## src/rtl/decoder_2to4_sync.sv

```systemverilog
// 2-to-4 one-hot decoder with combinational and registered outputs,
// plus per-line saturating hit counters for decode monitoring.
module decoder_2to4_sync #(
  parameter int unsigned CNT_W = 8
) (
  input  logic               clk,
  input  logic               rst,
  input  logic               en,
  input  logic [1:0]         in,
  input  logic               clr_cnt,
  output logic [3:0]         out,
  output logic [3:0]         out_q,
  output logic               valid_q,
  output logic [4*CNT_W-1:0] hit_cnt
);

  localparam logic [CNT_W-1:0] CntMax = {CNT_W{1'b1}};

  logic [3:0]       out_q_d;
  logic             valid_q_d;
  logic [CNT_W-1:0] cnt_q [4];
  logic [CNT_W-1:0] cnt_d [4];

  always_comb begin
    out = 4'b0000;
    if (en) begin
      out = 4'b0001 << in;
    end
  end

  always_comb begin
    out_q_d   = out;
    valid_q_d = en;
  end

  // Clear wins over increment; a saturated line simply holds.
  always_comb begin
    for (int k = 0; k < 4; k++) begin
      cnt_d[k] = cnt_q[k];
      if (clr_cnt) begin
        cnt_d[k] = '0;
      end else if (en && (in == 2'(k)) && (cnt_q[k] != CntMax)) begin
        cnt_d[k] = cnt_q[k] + CNT_W'(1);
      end
    end
  end

  always_ff @(posedge clk) begin
    if (rst) begin
      out_q   <= 4'b0000;
      valid_q <= 1'b0;
      for (int k = 0; k < 4; k++) begin
        cnt_q[k] <= '0;
      end
    end else begin
      out_q   <= out_q_d;
      valid_q <= valid_q_d;
      for (int k = 0; k < 4; k++) begin
        cnt_q[k] <= cnt_d[k];
      end
    end
  end

  for (genvar g = 0; g < 4; g++) begin : g_pack
    assign hit_cnt[g*CNT_W +: CNT_W] = cnt_q[g];
  end

endmodule

```

## config.mk

```make
export PLATFORM = sky130hd
export DESIGN_NAME = decoder_2to4_sync
export DESIGN_NICKNAME = d
export VERILOG_FILES = /design/src/rtl/decoder_2to4_sync.sv
export SDC_FILE = /design/constraint.sdc
export NUM_CORES = 1
export LEC_CHECK = 0
export ABC_CLOCK_PERIOD_IN_PS = 1300
export CORE_ASPECT_RATIO = 1.5
export CORE_MARGIN = 5
export CORE_UTILIZATION = 36
export DETAILED_ROUTE_END_ITERATION = 6
export GPL_ROUTABILITY_DRIVEN = 0
export PLACE_DENSITY = 0.61
export SYNTH_ARGS = -nofsm -noshare
export SYNTH_HDL_FRONTEND = slang
export SYNTH_SLANG_ARGS = --single-unit
```

## constraint.sdc

```tcl
create_clock -name clk -period 1.3 [get_ports clk]
set_input_delay 0.26 -clock clk [delete_from_list [all_inputs] [get_ports clk]]
set_output_delay 0.26 -clock clk [all_outputs]
set_load 0.05 [all_outputs]
```

==> run metrics, run 1 <==
Slew headroom=0.805; Die Y-Extent=between 90 and 100 um; Synth Warn #=0; Worst-Margin Slew=~290 ps; Seq pwr share=0.508; Final nets=approximately 300; layout cells sized above 1=0.575; Inserted Diodes=0; final setup vio count=1; CTS max path bufs=2; Port Buffers=46; Fmax achieved=761 MHz; Clk pwr share=0.375; clk_skew=around 2.6 ps; Core ar.=between 4000 and 5000 um2; total number of vias=1923; Critical Path RT=1520 ps; area grow syn2layout=100%; Initial Util=0.375; H-tree levels=2; global route hottest layer=met2; Worst VDD drop=0.492 mV; #FFs+latches synth=37; HP Class=input pin to register; Startpoint Class=register; CTS buffer count=5; status=finished, violations left; Net Sw Frac=0.247; most common cell after layout, fill and taps aside=buf_4; Detailed Route Iter0 Violations=70; routed wire length=5410 um; hold path endpoint=valid_q; Final Max Slew Viols=0; internal power=1.65 mW; Setup WS post-layout=-13.2 ps; grt met1 use=0.206; Final min period=1310 ps; CP Class=register to register; Setup TNS=-13.2 ps; GRT overflow=0; commonest cells after routing, fill and taps aside=46 x buf_4, 41 x buf_12, 26 x nor2_1, 16 x dfxtp_4, 16 x dfxtp_2; Reg2Reg Depth=5; pwr/cell area=roughly 640 nW/um2; Crit. End Element=register; Root Driver=clkbuf_8; CP Max Fanout=2; met3 Use GR=0.0335; Die Wd=66.1 um; Max Cap Viol=0; final worst-path cycle share=1.01; Mapped Nets=203; GR met2 Demand/Resource=0.336; FP Rows=30; GRT Total Usage=0.187; cts hold-fix bufs=0; Post-Syn Area=roughly 1700 um2; clock-pin transition on the worst setup and hold timing paths=70 ps; DPL Wire Length=between 3000 and 4000 um; Final Hold Vio Count=0; hold wc startpoint=en; TritonCTS clock tree=built; overall power=2.20 mW; Syn Inst Count=around 190; sequential area share after synthesis=0.435; largest net degree at the start of global routing=14; 1st-pass router iterations=6; RSZ-0062 raised after global routing=yes; Ports=47; logic gate share of total power=0.117; failing checks=setup timing; DRC=0; Final Util=0.750; Worst R2R Start=cnt_q[0][16]; static leakage=about 1.3 nW; post-route ant nets=0; first-pass GRT wire length=9230 um; CTS sink count=37; number of distinct library cells after synthesis=36; WL/cell=15.1 um; reg2reg end=cnt_q[0][21]; Mapped Avg Cell Area=just under 9 um2; number of global-route vias before repair=2026; Clk Latency, worst-skew pair=290 ps; worst hold slack=316 ps; die footprint=roughly 6200 um2; drt via density=roughly 5.4; initial antenna violation count=0; FILL cells=304; reg-to-reg slack, setup=-10 ps; Psw=about 540 uW; crit path DAT=1530 ps; Hold Crit Depth=2
==> synth_stat cells (all sizes together) <==
master,instances,area share
nor3,15,0.044
or3,1,0.0037
xor2,6,0.031
o211ai,2,0.0088
dfxtp,37,0.44
o21a,5,0.022
nand4bb,1,0.0066
nor4,2,0.0074
a211oi,3,0.013
a41oi,2,0.010
nand2b,1,0.0037
mux2i,8,0.047
nand4,9,0.042
nand2,12,0.026
nor3b,1,0.0074
inv,7,0.015
o31ai,1,0.0044
and3,2,0.0074
o211a,2,0.012
ha,4,0.029
nor2,27,0.060
nand3b,1,0.012
clkbuf,5,0.011
a31o,1,0.0051
a21oi,10,0.029
nor2b,2,0.0074
or2,1,0.0037
o21ai,9,0.026
or4,1,0.0044
and3b,1,0.0051
o311a,1,0.0059
nand3,9,0.026
o2111a,4,0.026
==> critical path, cell delays in order (launching register included) <==
cell and delay [ps]:
dfxtp_4 350, ha_4 160, nand3_4 90, nor2_2 50, or4_4 480, a21oi_2 120
==> sequential cells by signal (all words and copies together), names as in the netlist <==
signal,count
cnt_q,32
out_q,4
valid_q,1
==> kinds of logic after synthesis <==
logic type / share of synthesized area
XOR/XNOR: 0.0309
adder cells (fa/ha/maj): 0.0294
flip-flops: 0.435
multiplexers: 0.0471
AO/OA/AOI/OAI: 0.164
AND/OR/NAND/NOR: 0.267
buffers and inverters: 0.0265
==> power groups by stage <==
stage / Combinational (mW) / Sequential [mW] / Clock [mW]
after floorplan: 0.0720 / 1.17 / 0
after CTS: 0.253 / 1.12 / 0.852
after global routing: 0.271 / 1.12 / 0.908
after detailed placement: 0.243 / 1.15 / 0
after global placement: 0.236 / 1.14 / 0
final: 0.257 / 1.12 / 0.823
==> metal layers <==
| metal | wire length [um] | vias to the layer above |
|---|---|---|
| met3 | 240 | 16 |
| met4 | 116 | 0 |
| met1 | 2080 | 943 |
| li1 | - | 911 |
| met5 | 0 | - |
| met2 | 2980 | 53 |
==> cell type report <==
class / count / area [um2] / share of cell area
inverters: 7 / 31.3 / 0.00918
clock buffers: 6 / 82.6 / 0.0242
repair buffers: 98 / 1270 / 0.373
clock inverters: 2 / 8.76 / 0.00257
flip-flops and latches: 37 / 821 / 0.241
multi-input cells: 144 / 1110 / 0.327
well taps: 64 / 80.1 / 0.0235
==> through the flow <==
stage	setup slack (ps)	area, um2	std cells
CTS	-25.8	3300	357
global placement	-507	3150	344
floorplan	-173	1880	193
finish	-13.2	3410	358
global route	-76.1	3410	358
detailed placement	-580	3150	344
==> what timing repair did <==
item | CTS | global route
pin swaps | 7 | 15
setup endpoints to repair | 36 | 27
gates resized for setup | 20 | 19
buffers inserted | 5 | 1
==> how the worst max path moves through the flow <==
stage / slack (ps) / endpoint / cells after the start / from
after floorplan: -170 / cnt_q[0][2] / 4 / in[1]
after global placement: -510 / cnt_q[0][30] / 7 / en
after detailed placement: -580 / cnt_q[0][30] / 7 / en
after CTS: -30 / cnt_q[0][21] / 5 / cnt_q[0][16]
after global routing: -80 / cnt_q[0][9] / 5 / cnt_q[0][9]
final: -10 / cnt_q[0][21] / 5 / cnt_q[0][16]
Note: power is estimated with default switching activity, not from simulation.
==> run 2: changes to the inputs <==
ABC_AREA = 0   (was default)
CORE_UTILIZATION = 33   (was 36)
PLACE_DENSITY = 0.57   (was 0.61)
==> run metrics, run 2 (synthesis results as in run 1) <==
clk_skew=2.81 ps (+0.211 ps); Initial Util=0.335 (-0.0400); Worst Path Buf+Inv=1 (+1); Hold Crit Depth=3 (+1); CTS sink count=37 (unchanged); CP Max Fanout=3 (+1); global route hottest layer=met2; routed wire length=4710 um (-13%); Clk Latency, worst-skew pair=290 ps (about the same); max incr delay on CP=350 ps (-130 ps); Net Sw Frac=0.253 (+0.00524); Clk pwr share=0.366 (-0.009); area grow syn2layout=94.4%; Critical Path Stages=4 (-1); GRT overflow=0 (unchanged); Fmax achieved=761 MHz (about the same); commonest cells after routing, fill and taps aside=43 x buf_4, 41 x buf_12, 26 x nor2_1, 17 x dfxtp_2, 15 x dfxtp_4; total number of vias=1781 (-7.4%); internal power=1.60 mW (-3.4%); RSZ-0062 raised after global routing=yes; Worst VDD drop=0.525 mV (+6.6%); Root Driver=clkbuf_8; logic gate share of total power=0.110 (-0.007); Max Cap Viol=0 (unchanged); Final Max Slew Viols=0 (unchanged); Crit. End Element=register; DRC=0 (unchanged); Critical Path RT=1480 ps (-40 ps); pwr/cell area=646 nW/um2 (about the same); Seq pwr share=0.524 (+0.016); CTS max path bufs=2 (unchanged); FILL cells=416 (+37%); Ports=47 (unchanged); DPL Wire Length=3560 um (-11%); crit path cell chain=nand4_1 > o2111a_1 > buf_6 > a31o_4; WL/cell=13.2 um (-13%); Die Wd=68.6 um (+3.8%); Slew headroom=0.820 (+0.0150); HP Class=input pin to register; largest net degree at the start of global routing=14 (unchanged); GRT Total Usage=0.150 (-0.0369); Reg with most FFs=cnt_q; overall power=2.14 mW (-2.8%); Final nets=298 (-1.7%); Final Hold Vio Count=0 (unchanged); Startpoint Class=register; Setup WS post-layout=-13.4 ps (-0.117 ps); layout cells sized above 1=0.547 (-0.0281); CP Class=register to register; final worst-path cycle share=1.01 (about the same); Detailed Route Iter0 Violations=52 (-26%); max reg flops=32 (unchanged); CP max stage cell=dfxtp_4; met3 Use GR=0.0334 (-0.000161); FP Rows=32 (+6.7%); Core ar.=5080 um2 (+12%); CP delay by family, top=compound AO/OA/AOI/OAI gates; Top Registers=cnt_q (32), out_q (4), valid_q (1); Final min period=1310 ps (+0.117 ps); static leakage=1.28 nW (-3.7%); clock-pin transition on the worst setup and hold timing paths=70 ps (about the same); failing checks=setup timing; drt via density=4.99 (-7.1%); Final Util=0.651 (-0.0993); initial antenna violation count=0 (unchanged); Reg2Reg Depth=4 (-1); first-pass GRT wire length=7770 um (-16%); Inserted Diodes=0 (unchanged); H-tree levels=2 (unchanged); crit path DAT=1500 ps (-30 ps); grt met1 use=0.186 (-0.0197); 1st-pass router iterations=4 (-2); Die Y-Extent=97.9 um (+4.0%); post-route ant nets=0 (unchanged); reg-to-reg slack, setup=-10 ps (about the same); DP Worst Slack=-613 ps (-33.1 ps); die footprint=6720 um2 (+7.9%); TritonCTS clock tree=built; CTS buffer count=5 (unchanged); Worst-Margin Slew=269 ps (-21.0 ps); status=finished, violations left; final setup vio count=1 (unchanged); most common cell after layout, fill and taps aside=buf_4; number of global-route vias before repair=1736 (-14%); Psw=539 uW (-0.71%); Port Buffers=46 (unchanged); GR met2 Demand/Resource=0.241 (-0.0958)
[run 2: cell type report]
class	instances	area, um2	share of cell area
clock buffers	6	72.6	0.0219
clock inverters	2	10.0	0.00303
inverters	7	31.3	0.00946
multi-input cells	144	1060	0.322
flip-flops and latches	37	818	0.247
well taps	68	85.1	0.0257
repair buffers	93	1230	0.371
[run 2: layer usage]
layer  share of wire  wire length (um)
met1            0.42              1980
met2            0.52              2430
met3           0.042               199
met4           0.021                99
met5               0                 0
[run 2: through the flow]
stage | hold slack [ps] | instance area, um2 | TNS, ps | std cells
floorplan | 332 | 1880 | -883 | 193
global placement | 496 | 3160 | -16230 | 348
detailed placement | 498 | 3160 | -16450 | 348
CTS | 323 | 3240 | 0 | 356
global route | 359 | 3310 | -295 | 357
finish | 334 | 3310 | -13.4 | 357
[run 2: power groups by stage]
| stage | sequential (mW) | combinational, mW | clock [mW] |
|---|---|---|---|
| 2_1_floorplan | 1.17 | 0.0720 | 0 |
| 3_3_place_gp | 1.14 | 0.239 | 0 |
| 3_5_place_dp | 1.15 | 0.239 | 0 |
| 4_1_cts | 1.12 | 0.235 | 0.816 |
| 5_1_grt | 1.12 | 0.249 | 0.859 |
| 6_report | 1.12 | 0.236 | 0.782 |
[run 2: worst paths after layout]
path                     start            to
setup / recovery  cnt_q[0][19]  cnt_q[0][20]
hold / removal           in[0]      out_q[0]
setup reg to reg  cnt_q[0][19]  cnt_q[0][20]
hold reg to reg   cnt_q[0][11]  cnt_q[0][11]
[run 2: worst reg2reg max path, cell delays in order (launching register included)]
cell	delay (ps)
dfxtp_4	350
nand4_1	190
o2111a_1	340
buf_6	130
a31o_4	200
[run 2: what timing repair did]
| item | in CTS | in global routing |
|---|---|---|
| pin swaps | 4 | 10 |
| setup endpoints to repair | 32 | 16 |
| cloned | 0 | 0 |
| resized for setup | 14 | 14 |
| hold buffers | 0 | 0 |
| setup buffers | 1 | 1 |
==> run 3: changes to the inputs <==
ABC_CLOCK_PERIOD_IN_PS = 1600   (was 1300)
PLACE_DENSITY = default   (was 0.57)
PLACE_DENSITY_LB_ADDON = 0.3   (was default)
clock period = 1.6 ns   (was 1.3 ns; I/O delays follow)
==> run metrics, run 3 (synthesis results as in run 1) <==
status=finished, final reports clean; FILL cells=466 (+12%); final worst-path cycle share=0.954 (-0.0565); crit path DAT=1740 ps (+240 ps); initial antenna violation count=0 (unchanged); Clk Latency, worst-skew pair=280 ps (about the same); number of global-route vias before repair=1711 (-1.4%); max incr delay on CP=480 ps (+130 ps); static leakage=1.19 nW (-7.2%); cts hold-fix bufs=0 (unchanged); Ports=47 (unchanged); drt via density=5.03 (+0.80%); CP delay by family, top=simple AND/OR/NAND/NOR gates; fin area=2870 um2 (-13%); Crit. End Element=register; clk_skew=4.26 ps (+1.46 ps); final setup vio count=0 (-1); DP Worst Slack=-336 ps (+278 ps); CTS max path bufs=2 (unchanged); Startpoint Class=register; Setup TNS=0 ps (+13.4 ps); routed wire length=4370 um (-7.3%); Critical Path RT=1810 ps (+330 ps); Core ar.=5080 um2 (unchanged); layout cells sized above 1=0.414 (-0.133); CP Class=register to register; pwr/cell area=636 nW/um2 (-1.5%); GRT overflow=0 (unchanged); total number of vias=1740 (-2.3%); TritonCTS clock tree=built; CP Max Fanout=4 (+1); Final nets=287 (-3.7%); Max Cap Viol=0 (unchanged); GRT Total Usage=0.144 (-0.00603); Initial Util=0.335 (unchanged); Final Max Slew Viols=0 (unchanged); area grow syn2layout=68.5%; DRC=0 (unchanged); Reg with most FFs=cnt_q; first-pass GRT wire length=7620 um (-1.9%); HP Class=register to register; Inserted Diodes=0 (unchanged); WL/cell=12.6 um (-4.3%); most common cell after layout, fill and taps aside=buf_4; Final Hold Vio Count=0 (unchanged); CTS sink count=37 (unchanged); Detailed Route Iter0 Violations=61 (+17%); overall power=1.82 mW (-15%); Placed Area=2720 um2 (-14%); RSZ-0062 raised after global routing=no; Die Wd=68.6 um (unchanged); FP Rows=32 (unchanged); Slew headroom=0.775 (-0.0446); die footprint=6720 um2 (unchanged); Die Y-Extent=97.9 um (unchanged); DPL Wire Length=3460 um (-3.0%); CTS buffer count=5 (unchanged); global route hottest layer=met2; largest net degree at the start of global routing=12 (-2); Setup WS post-layout=74.0 ps (+87.3 ps); CP max stage cell=or4_1; Fmax achieved=655 MHz (-14%); Port Buffers=46 (unchanged); Final min period=1530 ps (+213 ps); Worst VDD drop=0.376 mV (-28%); commonest cells after routing, fill and taps aside=50 x buf_4, 27 x nor2_1, 25 x buf_12, 19 x dfxtp_2, 18 x dfxtp_1; H-tree levels=2 (unchanged); max reg flops=32 (unchanged); crit path cell chain=ha_1 > nand3_1 > nor2_1 > or4_1 > a21oi_1; Worst-Margin Slew=336 ps (+66.7 ps); met3 Use GR=0.0449 (+0.0115); Worst Path Buf+Inv=0 (-1); Top Registers=cnt_q (32), out_q (4), valid_q (1); grt met1 use=0.164 (-0.0217); post-route ant nets=0 (unchanged); GR met2 Demand/Resource=0.240 (-0.000736); 1st-pass router iterations=4 (unchanged); Root Driver=clkbuf_8; clock-pin transition on the worst setup and hold timing paths=70 ps (about the same)
[run 3: metrics by stage]
| stage | hold slack (ps) | cells | utilization |
|---|---|---|---|
| floorplan | 392 | 193 | - |
| global placement | 476 | 335 | 0.535 |
| detailed placement | 479 | 335 | 0.535 |
| CTS | 490 | 346 | 0.563 |
| global route | 527 | 346 | 0.564 |
| finish | 491 | 346 | 0.564 |
[run 3: worst reg2reg max path, delay by kind of cell, from the launching register on]
kind / cells / cell delay [ps]
adders and majority gates: 1 / 260
DFF: 1 / 370
AOI/OAI and AO/OA: 1 / 150
and+or+nand+nor: 3 / 680
[run 3: area by class of cell]
| type | instances | area (um2) | share of cell area |
|---|---|---|---|
| timing repair buffer | 82 | 946 | 0.330 |
| multi-input combinational | 144 | 943 | 0.329 |
| sequential | 37 | 764 | 0.267 |
| clock buffer | 7 | 96.3 | 0.0336 |
| tap | 68 | 85.1 | 0.0297 |
| inverter | 7 | 26.3 | 0.00917 |
| clock inverter | 1 | 5.00 | 0.00175 |
[run 3: path summary, 6_finish.rpt]
path | to | slack, ps | startpoint | depth (start not counted)
hold reg to reg | cnt_q[0][21] | 490 | cnt_q[0][21] | 2
setup reg to reg | cnt_q[0][21] | 70 | cnt_q[0][16] | 5
setup / recovery | cnt_q[0][21] | 70 | cnt_q[0][16] | 5
hold / removal | cnt_q[0][21] | 490 | cnt_q[0][21] | 2
[run 3: report_power, final]
part / switching (mW) / internal (mW) / leakage (nW)
clock: 0.324 / 0.389 / 0.0542
sequential: 0.00469 / 0.927 / 0.308
combinational: 0.0954 / 0.0817 / 0.824
[run 3: routing by layer]
layer / wire length [um] / part of all wire / vias to the layer above
li1: - / - / 877
met1: 1710 / 0.39 / 809
met2: 2270 / 0.52 / 41
met3: 276 / 0.063 / 13
met4: 110 / 0.025 / 0
met5: 0 / 0 / -
[run 3: repair_timing]
item,in CTS,in global routing
setup buffers,3,0
setup endpoints to repair,5,3
gates resized for setup,8,3
pin swaps,0,0
